File: src/rtl/uart_cmd_decoder_if.sv
`default_nettype none
// ============================================================================
//  Module   : uart_cmd_decoder_if
//  Brief    : Byte stream in / control outputs out of the UART command decoder
//  Revision : 1.0 - initial release
// ============================================================================
interface uart_cmd_decoder_if;
    logic       donerx;
    logic [7:0] doutrx;
    logic [1:0] mode;
    logic [6:0] I_Temp_war;
    logic [6:0] I_Hum_war;
    logic       trig_newd12;
    logic       cmd_ok;
    logic       cmd_err;
    logic [7:0] err_cnt;

    modport master (
        output donerx, doutrx,
        input  mode, I_Temp_war, I_Hum_war, trig_newd12, cmd_ok, cmd_err, err_cnt
    );

    modport slave (
        input  donerx, doutrx,
        output mode, I_Temp_war, I_Hum_war, trig_newd12, cmd_ok, cmd_err, err_cnt
    );
endinterface
`default_nettype wire

File: src/rtl/uart_cmd_decoder.sv
`default_nettype none
// ============================================================================
//  Module   : uart_cmd_decoder
//  Brief    : Parses 0x55/CMD/DATA/SUM frames into mode and alarm thresholds
//  Revision : 1.0 - initial release
// ============================================================================
module uart_cmd_decoder #(
    parameter int unsigned TIMEOUT_CYC  = 12_500_000,
    parameter logic [6:0]  TEMP_WAR_RST = 7'd40,
    parameter logic [6:0]  HUM_WAR_RST  = 7'd80
) (
    input  logic              clk,
    input  logic              rst,
    uart_cmd_decoder_if.slave bus
);

    localparam int unsigned c_CNT_W = (TIMEOUT_CYC > 2) ? $clog2(TIMEOUT_CYC) : 1;
    localparam logic [c_CNT_W-1:0] c_TMO_LAST = c_CNT_W'(TIMEOUT_CYC - 1);
    localparam logic [7:0] c_HEADER = 8'h55;

    localparam logic [2:0] c_IDLE     = 3'd0;
    localparam logic [2:0] c_GET_CMD  = 3'd1;
    localparam logic [2:0] c_GET_DATA = 3'd2;
    localparam logic [2:0] c_GET_SUM  = 3'd3;
    localparam logic [2:0] c_EXEC     = 3'd4;

    logic [2:0]         r_state;
    logic [7:0]         r_cmd;
    logic [7:0]         r_data;
    logic               r_sum_ok;
    logic [c_CNT_W-1:0] r_tmo_cnt;
    logic               r_pend_ok;
    logic               r_pend_err;
    logic [1:0]         r_mode;
    logic [6:0]         r_temp_war;
    logic [6:0]         r_hum_war;
    logic               r_trig;
    logic               r_cmd_ok;
    logic               r_cmd_err;
    logic [7:0]         r_err_cnt;
    logic               w_cmd_valid;

    always_comb begin
        w_cmd_valid = 1'b0;
        case (r_cmd)
            8'h01:        w_cmd_valid = (r_data[7:2] == 6'd0);
            8'h02, 8'h03: w_cmd_valid = (r_data <= 8'd99);
            8'h04:        w_cmd_valid = 1'b1;
            default:      w_cmd_valid = 1'b0;
        endcase
    end

    // EXEC decides into r_pend_*; the following edge applies it, so the
    // register update, toggle, pulse and error count all land together.
    always_ff @(posedge clk) begin
        if (rst) begin
            r_state    <= c_IDLE;
            r_cmd      <= 8'h00;
            r_data     <= 8'h00;
            r_sum_ok   <= 1'b0;
            r_tmo_cnt  <= '0;
            r_pend_ok  <= 1'b0;
            r_pend_err <= 1'b0;
            r_mode     <= 2'd0;
            r_temp_war <= TEMP_WAR_RST;
            r_hum_war  <= HUM_WAR_RST;
            r_trig     <= 1'b0;
            r_cmd_ok   <= 1'b0;
            r_cmd_err  <= 1'b0;
            r_err_cnt  <= 8'h00;
        end else begin
            r_pend_ok  <= 1'b0;
            r_pend_err <= 1'b0;
            r_cmd_ok   <= r_pend_ok;
            r_cmd_err  <= r_pend_err;

            if (r_pend_ok) begin
                case (r_cmd)
                    8'h01:   r_mode     <= r_data[1:0];
                    8'h02:   r_temp_war <= r_data[6:0];
                    8'h03:   r_hum_war  <= r_data[6:0];
                    default: ;
                endcase
                r_trig <= ~r_trig;
            end
            if (r_pend_err && (r_err_cnt != 8'hFF)) begin
                r_err_cnt <= r_err_cnt + 8'd1;
            end

            case (r_state)
                c_IDLE: begin
                    r_tmo_cnt <= '0;
                    if (bus.donerx && (bus.doutrx == c_HEADER)) begin
                        r_state <= c_GET_CMD;
                    end
                end
                c_GET_CMD, c_GET_DATA, c_GET_SUM: begin
                    // An arriving byte takes priority over the terminal count.
                    if (bus.donerx) begin
                        r_tmo_cnt <= '0;
                        case (r_state)
                            c_GET_CMD: begin
                                r_cmd   <= bus.doutrx;
                                r_state <= c_GET_DATA;
                            end
                            c_GET_DATA: begin
                                r_data  <= bus.doutrx;
                                r_state <= c_GET_SUM;
                            end
                            default: begin
                                r_sum_ok <= (bus.doutrx == (r_cmd ^ r_data));
                                r_state  <= c_EXEC;
                            end
                        endcase
                    end else if (r_tmo_cnt == c_TMO_LAST) begin
                        r_tmo_cnt  <= '0;
                        r_pend_err <= 1'b1;
                        r_state    <= c_IDLE;
                    end else begin
                        r_tmo_cnt <= r_tmo_cnt + 1'b1;
                    end
                end
                c_EXEC: begin
                    r_tmo_cnt <= '0;
                    r_state   <= c_IDLE;
                    if (r_sum_ok && w_cmd_valid) begin
                        r_pend_ok <= 1'b1;
                    end else begin
                        r_pend_err <= 1'b1;
                    end
                end
                default: begin
                    r_tmo_cnt <= '0;
                    r_state   <= c_IDLE;
                end
            endcase
        end
    end

    assign bus.mode        = r_mode;
    assign bus.I_Temp_war  = r_temp_war;
    assign bus.I_Hum_war   = r_hum_war;
    assign bus.trig_newd12 = r_trig;
    assign bus.cmd_ok      = r_cmd_ok;
    assign bus.cmd_err     = r_cmd_err;
    assign bus.err_cnt     = r_err_cnt;

endmodule
`default_nettype wire

File: src/flat_wrapper.sv
// flat-port wrapper written by rule: the top's interface ports become plain ports
module uart_cmd_decoder_flat 
#(
    parameter int unsigned TIMEOUT_CYC  = 12_500_000,
    parameter logic [6:0]  TEMP_WAR_RST = 7'd40,
    parameter logic [6:0]  HUM_WAR_RST  = 7'd80
)
  (clk, rst, bus_donerx, bus_doutrx, bus_mode, bus_I_Temp_war, bus_I_Hum_war, bus_trig_newd12, bus_cmd_ok, bus_cmd_err, bus_err_cnt);
  uart_cmd_decoder_if bus_i ();
  input  logic clk;
  input  logic rst;
  input wire logic [$bits(bus_i.donerx)-1:0] bus_donerx;
  input wire logic [$bits(bus_i.doutrx)-1:0] bus_doutrx;
  output wire logic [$bits(bus_i.mode)-1:0] bus_mode;
  output wire logic [$bits(bus_i.I_Temp_war)-1:0] bus_I_Temp_war;
  output wire logic [$bits(bus_i.I_Hum_war)-1:0] bus_I_Hum_war;
  output wire logic [$bits(bus_i.trig_newd12)-1:0] bus_trig_newd12;
  output wire logic [$bits(bus_i.cmd_ok)-1:0] bus_cmd_ok;
  output wire logic [$bits(bus_i.cmd_err)-1:0] bus_cmd_err;
  output wire logic [$bits(bus_i.err_cnt)-1:0] bus_err_cnt;
  assign bus_i.donerx = bus_donerx;
  assign bus_i.doutrx = bus_doutrx;
  assign bus_mode = bus_i.mode;
  assign bus_I_Temp_war = bus_i.I_Temp_war;
  assign bus_I_Hum_war = bus_i.I_Hum_war;
  assign bus_trig_newd12 = bus_i.trig_newd12;
  assign bus_cmd_ok = bus_i.cmd_ok;
  assign bus_cmd_err = bus_i.cmd_err;
  assign bus_err_cnt = bus_i.err_cnt;
  uart_cmd_decoder #(.TIMEOUT_CYC(TIMEOUT_CYC), .TEMP_WAR_RST(TEMP_WAR_RST), .HUM_WAR_RST(HUM_WAR_RST)) u_core (.clk(clk), .rst(rst), .bus(bus_i));
endmodule
File: config.mk
export PLATFORM = sky130hd
export DESIGN_NAME = uart_cmd_decoder_flat
export DESIGN_NICKNAME = d
export VERILOG_FILES = /design/src/rtl/uart_cmd_decoder_if.sv /design/src/rtl/uart_cmd_decoder.sv /design/src/flat_wrapper.sv
export SDC_FILE = /design/constraint.sdc
export NUM_CORES = 1
export LEC_CHECK = 0
export ABC_AREA = 1
export CAP_MARGIN = 20
export CORE_MARGIN = 1
export CORE_UTILIZATION = 57
export DETAILED_ROUTE_END_ITERATION = 16
export GPL_TIMING_DRIVEN = 0
export PLACE_DENSITY = 0.76
export SLEW_MARGIN = 20
export SYNTH_ARGS = -nofsm -noshare
export SYNTH_HDL_FRONTEND = slang
export SYNTH_SLANG_ARGS = --single-unit
File: constraint.sdc
create_clock -name clk -period 1.56 [get_ports clk]
set_input_delay 0.234 -clock clk [delete_from_list [all_inputs] [get_ports clk]]
set_output_delay 0.234 -clock clk [all_outputs]
set_load 0.02 [all_outputs]
==> impl_metrics.toml, run 1 <==
[logic_synthesis]
synth_warnings = 0
synth.area.top_cells = "dfxtp_1 (40%), nand2_1 (12%), nor2_1 (7.4%)"
yosys_most_used_dff = "dfxtp_1"
ys_types = 38
synth_commonest_cells = "nand2_1 (118), dfxtp_1 (73), nor2_1 (72), inv_1 (56), a21oi_1 (40)"
synthesis.area_um2 = 3650
synth_async_sr_flop_share_pct = 0
yosysTopAreaCellShare_pct = 40.0
syn_inst = 515
avgSynthCellArea_um2 = 7.09
ys_ff_latch = 73
yosysMostFrequentCell = "nand2_1"
synth_edf_count = 0
ys_seq_area_share_pct = 40.0
syn-num-nets = 528
synth_top_cell_by_area = "dfxtp_1"

[routing]
dr.first_iter.drc_count = 224
met3_length_um = 509
drt-met1-wl_mm = 4.22
top_layer = "met4"
routed_wl_mm = 8.85
routed-wl-met2_mm = 3.99
ant_nets = 0
wl_per_cell_um = 13.7
drc = 0
via_per_inst = 5.41
dr_total_vias = 3498
dr.pass1.iters = 5

[finish]
finish.utilization_pct = 73.6
syn_to_final_growth_pct = 22.1
multi_input_area_um2 = 1940
n_antenna_cell = 0
regArea_um2 = 1470
finalNonFillerCells = 646
fin_area_um2 = 4460
drive_gt1_share_pct = 14.0
fill_cells = 502
fin_nets = 579

[timing]
min_period_ps = 1530
slew-limit-headroom_pct = 67.8
fin_crit_sh_pct = 98.0
finalSetupTns_ps = 0
finClkSkew_ps = 8.96
max_freq_mhz = 654
finalSetupViolCount = 0
drv_slew = 0
finalHoldViolations = 0
worst_pin_slew_ps = 482
rsz0062_at_grt = "true"

[setup_path]
worstReg2RegEnd = "u_core.r_tmo_cnt[10]"
critical_path.top_delay_family = "buffers and inverters"
path_cells = "clkdlybuf4s50_1"
r2r_slack_ps = 60
worstPathArrival_ps = 1290
critical_path_required_ps = 1330
crit_fanout = 2
crit_slowest_cell = "clkdlybuf4s50_1"
critical_path_depth = 1
critPathCaptureType = "output port"
path_class = "reg -> out"
r2r_cells = 9
reg2reg_from = "u_core.r_tmo_cnt[1]"
cp-start-kind = "flop"
crit_path_max_incr_delay_ps = 610
path_buf_inv = 1

[global_routing]
grt_usage_pct = 27.2
antenna_found_initial = 0
grt_pass1_vias = 2935
grt_start_max_net_pins = 13
overflow = 0
grt_pass1_wl_mm = 13.7

[placement]
placedInstanceArea_um2 = 4110
dp_cells = 626
numPortBuffers = 36
hpwl_mm = 6.27
gp_routability_congestion = 0.848

[run_status]
outcome = "finished, final reports clean"

[clock_tree]
h-tree-depth = 3
clk_path_buf_depth = 2
worstSkewPairLatency_ps = 350
clock_sinks = 73
cts_tree = "built"
cts_hold_buf = 0
clk_pin_slew_ps = 80
root_buffer = "clkbuf_8"
numCtsBuffers = 9

[worst_hold_path]
hold_start = "rst"
whs_path_depth = 2
hp-class = "in -> reg"
min_to = "u_core.r_state[2]"

[pwr]
powerDensity_nw_per_um2 = 1000
vdd_drop_max_v = 0.000652
fin_total_pwr_w = 0.00447
p_leak_nw = 2.01

[floorplanning]
die-area_um2 = 6730
die_w_um = 82.0
dieHeight_um = 82.0
rows = 28
io_pins = 38
initial_utilization_pct = 60.3
coreArea_um2 = 6060

[job]
drv_cap = 0
-- worst max-delay path by stage --
| stage | startpoint | end | slack [ps] |
|---|---|---|---|
| after CTS | u_core.r_tmo_cnt[0] | u_core.r_tmo_cnt[12] | 0.7 |
| after global placement | bus_donerx | u_core.r_data[4] | -190 |
| after global routing | u_core.r_tmo_cnt[0] | u_core.r_tmo_cnt[7] | -30 |
| after detailed placement | bus_donerx | u_core.r_cmd[5] | -190 |
| after floorplan | u_core.bus.err_cnt[0] | u_core.bus.err_cnt[5] | 120 |
| final | u_core.bus.I_Hum_war[5] | bus_I_Hum_war[5] | 30 |
-- logic make-up (layout without fill, tap and decap cells) --
| group | after synthesis | in the layout | synth area share [%] |
|---|---|---|---|
| AO/OA/AOI/OAI | 89 | 89 | 13.7 |
| AND/OR/NAND/NOR | 271 | 271 | 35.3 |
| buffers and inverters | 69 | 125 | 7.67 |
| XOR/XNOR | 11 | 11 | 2.64 |
| adder cells (fa/ha/maj) | 2 | 2 | 0.685 |
| flip-flops | 73 | 73 | 40.0 |
-- power by group --
group          leakage, nW  switching [W]  internal [W]
sequential           0.591       0.000118       0.00197
clock               0.0995       0.000707      0.000899
combinational         1.32       0.000495      0.000286
total                 2.01        0.00132       0.00315
-- metal layers --
layer / GRT usage [%] / up-vias
li1: - / 1756
met1: 37.4 / 1622
met2: 41.2 / 107
met3: 6.78 / 13
met4: 9.47 / 0
met5: 0 / -
-- registers in the layout (all words and copies together) (netlist names) --
signal and flops:
u_core.bus.err_cnt 8, u_core.bus.cmd_ok 1, u_core.r_tmo_cnt 24, u_core.r_cmd 8
u_core.r_data 8, u_core.bus.cmd_err 1, u_core.r_pend_ok 1, u_core.r_sum_ok 1
u_core.bus.trig_newd12 1, u_core.r_state 3, u_core.bus.mode 2, u_core.r_pend_err 1
u_core.bus.I_Temp_war 7, u_core.bus.I_Hum_war 7
-- area by class of cell --
class	instances	share of cell area (%)
timing repair buffer	40	10.1
clock inverter	5	1.80
clock buffer	11	2.95
buffer	10	1.63
inverter	59	4.97
tap	75	2.10
multi-input combinational	373	43.6
sequential	73	32.9
-- what timing repair did --
item / 4_1_cts / 5_1_grt
pin swaps: 1 / 1
gates cloned: 0 / 1
gates resized for setup: 8 / 35
setup endpoints to repair: 26 / 50
setup buffers: 1 / 2
-- metrics by stage --
stage / setup slack, ps / hold slack [ps]
3_5_place_dp: -192 / 450
6_report: 31.4 / 216
3_3_place_gp: -193 / 430
2_1_floorplan: 117 / 382
4_1_cts: 0.677 / 211
5_1_grt: -34.5 / 208
-- cell usage in the layout (no fill, tap or decap), drive strengths merged --
| cell type | n |
|---|---|
| dfxtp | 73 |
| nor3 | 10 |
| and3 | 2 |
| bufinv | 2 |
| nand3 | 24 |
| nand2 | 129 |
| dlymetal6s2s | 18 |
| clkinvlp | 2 |
| xor2 | 5 |
| a21oi | 49 |
| ha | 2 |
| dlygate4sd2 | 6 |
| nand3b | 5 |
| o31ai | 1 |
| buf | 9 |
| o21ai | 35 |
| or2 | 5 |
| clkinv | 1 |
| o211ai | 4 |
| xnor2 | 6 |
| nor2 | 85 |
| clkbuf | 16 |
| nand4 | 10 |
| clkdlybuf4s50 | 12 |
| nor3b | 1 |
| inv | 59 |
Power figures use the tool's default switching activity.
==> inputs of run 2 (changes only) <==
RECOVER_POWER = 100   (was default)
==> run 2 against run 1 <==
  * Core utilization decreased by 2.6 points
  * Count of clock-buffer cells in the layout unchanged
  * Register-to-register slack about the same
  * Via count decreased by 0.66%
  * Wire length decreased by 0.31%
  * Maximum frequency about the same
  * Worst setup slack about the same
  * Non-clock buffer count unchanged
  * Combinational power about the same
  * Hold slack improved by 1.1 ps
  * Clock skew increased by 0.54 ps
  * Critical endpoint unchanged
==> impl_metrics.toml, run 2 (same netlist as run 1, synthesis figures left out) <==
[timing]
max_freq_mhz = 654
drv_slew = 0
worst_pin_slew_ps = 478
hold-worst-slack_ps = 217
slew-limit-headroom_pct = 68.1
min_period_ps = 1530
finClkSkew_ps = 9.50
finalSetupTns_ps = 0
finalHoldViolations = 0
finalSetupViolCount = 0
rsz0062_at_grt = "true"
fin_crit_sh_pct = 98.0

[floorplanning]
die_w_um = 82.0
rows = 28
die-area_um2 = 6730
initial_utilization_pct = 60.3
dieHeight_um = 82.0
coreArea_um2 = 6060
io_pins = 38

[pwr]
vdd_drop_max_v = 0.000651
pwr-share-seq_pct = 46.6
clockPowerShare_pct = 36.0
p_leak_nw = 1.69
power_frac_comb_pct = 17.4
p_int_w = 0.00315
sw_frac_of_total_pct = 29.5
power.net_switching_w = 0.00132
powerDensity_nw_per_um2 = 1040

[clock_tree]
h-tree-depth = 3
cts_hold_buf = 0
clk_path_buf_depth = 2
clk_pin_slew_ps = 80
cts_tree = "built"
worstSkewPairLatency_ps = 350
root_buffer = "clkbuf_8"
clock_sinks = 73
numCtsBuffers = 9

[global_routing]
grt_start_max_net_pins = 13
antenna_found_initial = 0
grt_usage_pct = 27.2
overflow = 0
grt_pass1_vias = 2935
grt_pass1_wl_mm = 13.7

[setup_path]
r2r_cells = 9
worstReg2RegEnd = "u_core.r_tmo_cnt[7]"
crit_fanout = 2
reg2reg_from = "u_core.r_tmo_cnt[1]"
path_cells = "clkdlybuf4s50_1"
cp-start-kind = "flop"
path_class = "reg -> out"
crit_slowest_cell = "clkdlybuf4s50_1"
path_buf_inv = 1
critical_path_required_ps = 1330
critical_path.top_delay_family = "buffers and inverters"
worstPathArrival_ps = 1290
critPathCaptureType = "output port"
crit_path_max_incr_delay_ps = 610
r2r_slack_ps = 60

[routing]
drc = 0
via_per_inst = 5.38
ant_nets = 0
dr.pass1.iters = 7
routed_wl_mm = 8.82
dr.first_iter.drc_count = 210
wl_per_cell_um = 13.7
dr_total_vias = 3475

[placement]
hpwl_mm = 6.27
gp_routability_congestion = 0.848
numPortBuffers = 36

[finish]
final_cell_mix = "nand2_1 (118), dfxtp_1 (70), nor2_1 (68)"
drive_gt1_share_pct = 14.0
n_antenna_cell = 0
largest-register = "u_core.r_tmo_cnt"
layout_commonest_cell = "nand2_1"
syn_to_final_growth_pct = 17.7
largest_reg_flops = 24
fin_nets = 579

[worst_hold_path]
hold_start = "rst"
hp-class = "in -> reg"
whs_path_depth = 2
min_to = "u_core.r_state[2]"

[job]
drv_cap = 0

[run_status]
outcome = "finished, final reports clean"
==> run 2: cell count changes in the layout (fill, tap and decap cells not counted), sizes merged <==
cell	delta
clkbuf	+18
dlymetal6s2s	-18
==> run 2: routing by layer <==
layer	vias to the layer above	track usage [%]	part of all wire, %
li1	1755	-	-
met1	1591	37.4	47
met2	114	41.2	45
met3	15	6.78	6.7
met4	0	9.47	1.5
met5	-	0	0
==> run 2: area by class of cell <==
type,instances,area (um^2)
repair buffers,40,292
multi-input cells,373,1940
clock inverters,5,80.1
flip-flops and latches,73,1470
clock buffers,11,131
plain buffers,10,72.6
inverters,59,221
fillers,537,1760
well taps,75,93.8
==> run 2: metrics by stage <==
stage | power, W | util [%] | cell area [um^2] | setup slack, ps | std cells
6_report | 0.00447 | 71.0 | 4300 | 31.2 | 646
5_1_grt | 0.00468 | 71.0 | 4300 | -34.5 | 646
4_1_cts | 0.00444 | 71.4 | 4330 | 0.677 | 643
3_5_place_dp | 0.00284 | 67.8 | 4110 | -192 | 626
3_3_place_gp | 0.00282 | 67.8 | 4110 | -193 | 626
2_1_floorplan | 0.00264 | - | 3650 | 117 | 515
==> run 2: what timing repair did <==
| item | CTS | global route |
|---|---|---|
| hold endpoints to repair | 0 | 0 |
| setup endpoints to repair | 26 | 50 |
| gates cloned | 0 | 1 |
| setup buffers | 1 | 2 |
| pin swaps | 1 | 1 |
| resized for setup | 8 | 35 |
==> run 2: power groups by stage <==
| stage | combinational, W | sequential, W | clock (W) |
|---|---|---|---|
| floorplan | 0.000552 | 0.00209 | 0 |
| global placement | 0.000706 | 0.00211 | 0 |
| detailed placement | 0.000721 | 0.00212 | 0 |
| CTS | 0.000739 | 0.00208 | 0.00163 |
| global route | 0.000871 | 0.00210 | 0.00171 |
| finish | 0.000781 | 0.00208 | 0.00161 |
==> run 2: worst max-delay path by stage <==
stage,from,to,slack [ps],depth (start not counted)
after floorplan,u_core.bus.err_cnt[0],u_core.bus.err_cnt[5],120,10
after detailed placement,bus_donerx,u_core.r_cmd[5],-190,5
after CTS,u_core.r_tmo_cnt[0],u_core.r_tmo_cnt[12],0.7,9
after global placement,bus_donerx,u_core.r_data[4],-190,5
after global routing,u_core.r_tmo_cnt[0],u_core.r_tmo_cnt[7],-30,9
final,u_core.bus.I_Hum_war[5],bus_I_Hum_war[5],30,1
==> inputs of run 3 (changes only) <==
REMOVE_ABC_BUFFERS = 1   (was default)
SKIP_CTS_REPAIR_TIMING = 1   (was default)
==> run 3 against run 2 <==
  * Register-to-register slack improved by 40 ps
  * First-iteration DRC count grew 20%
  * Final area rose by 1.1%
  * Critical endpoint is now bus_I_Temp_war[2]
  * Total power is 0.11% higher
  * Wire length decreased by 1.2%
==> impl_metrics.toml, run 3 (same netlist as run 1, synthesis figures left out) <==
[floorplanning]
die-area_um2 = 6730
rows = 28
coreArea_um2 = 6060
io_pins = 38
die_w_um = 82.0
dieHeight_um = 82.0
initial_utilization_pct = 60.3

[setup_path]
path_class = "reg -> out"
critical_path.top_delay_family = "buffers and inverters"
r2r_slack_ps = 100
crit_slowest_cell = "clkdlybuf4s50_1"
critical_path_depth = 1
path_buf_inv = 1
cp-start-kind = "flop"
critPathCaptureType = "output port"
crit_fanout = 2
crit_path_max_incr_delay_ps = 600
worstPathArrival_ps = 1260
critical_path_required_ps = 1330
r2r_cells = 10
path_cells = "clkdlybuf4s50_1"

[pwr]
power.net_switching_w = 0.00134
sw_frac_of_total_pct = 29.9
p_int_w = 0.00314
power_frac_comb_pct = 18.1
clockPowerShare_pct = 35.3
pwr-share-seq_pct = 46.5
fin_total_pwr_w = 0.00448
vdd_drop_max_v = 0.00103
p_leak_nw = 1.67
powerDensity_nw_per_um2 = 1030

[placement]
gp_routability_congestion = 0.897
numPortBuffers = 37
hpwl_mm = 5.62

[clock_tree]
h-tree-depth = 3
clock_sinks = 73
cts_tree = "built"
clk_pin_slew_ps = 80
root_buffer = "clkbuf_8"
worstSkewPairLatency_ps = 340
numCtsBuffers = 9
clk_path_buf_depth = 2

[global_routing]
overflow = 0
grt_pass1_wl_mm = 12.4
antenna_found_initial = 0
grt_usage_pct = 24.1
grt_pass1_vias = 2772
grt_start_max_net_pins = 42

[finish]
largest-register = "u_core.r_tmo_cnt"
final_cell_mix = "nand2_1 (118), dfxtp_1 (69), nor2_1 (68)"
layout_commonest_cell = "nand2_1"
drive_gt1_share_pct = 15.9
syn_to_final_growth_pct = 19.0
largest_reg_flops = 24
fin_nets = 583
n_antenna_cell = 0

[run_status]
outcome = "finished, final reports clean"

[routing]
via_per_inst = 5.42
drc = 0
routed_wl_mm = 8.71
dr.first_iter.drc_count = 251
ant_nets = 0
dr_total_vias = 3518
wl_per_cell_um = 13.4
dr.pass1.iters = 5

[timing]
finClkSkew_ps = 5.46
max_freq_mhz = 668
worst_pin_slew_ps = 688
min_period_ps = 1500
drv_slew = 0
hold-worst-slack_ps = 435
fin_crit_sh_pct = 96.0
slew-limit-headroom_pct = 54.0
finalHoldViolations = 0
finalSetupViolCount = 0

[worst_hold_path]
whs_path_depth = 2
hp-class = "in -> reg"

[job]
drv_cap = 0
[run 3: cell types whose count changed in the layout (fill, tap and decap cells not counted), moves of 2 or more]
cell             before  now
clkinv_2              1    3
buf_4                 2   11
nor2_2               10    8
buf_1                 2    0
clkdlybuf4s50_1      12   15
nor2_4                7    9
nand3_2               1    5
dlygate4sd2_1         6    0
buf_2                 2    0
[run 3: final timing paths]
check / from / end
setup / recovery: u_core.bus.I_Temp_war[2] / bus_I_Temp_war[2]
hold / removal: rst / u_core.bus.cmd_err
setup reg to reg: u_core.r_tmo_cnt[0] / u_core.r_state[0]
hold reg to reg: u_core.bus.err_cnt[0] / u_core.bus.err_cnt[0]
[run 3: layout make-up]
cell class / count / area [um^2]
inverter: 59 / 225
multi-input combinational: 376 / 2000
fill: 514 / 1710
timing repair inverter: 2 / 12.5
tap: 75 / 93.8
timing repair buffer: 49 / 344
clock inverter: 6 / 83.8
sequential: 73 / 1470
clock buffer: 9 / 124
[run 3: routing by layer]
layer	vias up	global-route usage, %	share of wire, %	routed length (um)
met5	-	0	0	0
met3	9	5.67	5.8	502
met4	0	6.67	1.0	91
met2	105	36.3	45	3940
li1	1770	-	-	-
met1	1634	34.2	48	4180
[run 3: through the flow]
step	setup slack, ps	utilization [%]	TNS, ps	instances	cell area [um^2]
after floorplan	84.0	-	0	505	3590
after global placement	-1140	66.9	-51560	617	4060
after detailed placement	-1170	66.9	-52820	617	4060
after CTS	-793	70.4	-30790	632	4270
after global routing	-4.00	71.7	-4.00	649	4350
final	62.1	71.7	0	649	4350
[run 3: power groups by stage]
stage	logic (W)	clock network, W	registers (W)
finish	0.000813	0.00158	0.00208
global route	0.000910	0.00169	0.00209
CTS	0.000702	0.00162	0.00207
detailed placement	0.000698	0	0.00212
global placement	0.000677	0	0.00211
floorplan	0.000525	0	0.00209
[run 3: worst register-to-register path, delay by kind of cell (launching register included)]
family        cells  cell delay [ps]
simple gates      8              720
flops             1              340
fa+ha+maj         1              170
buf+inv           1              110
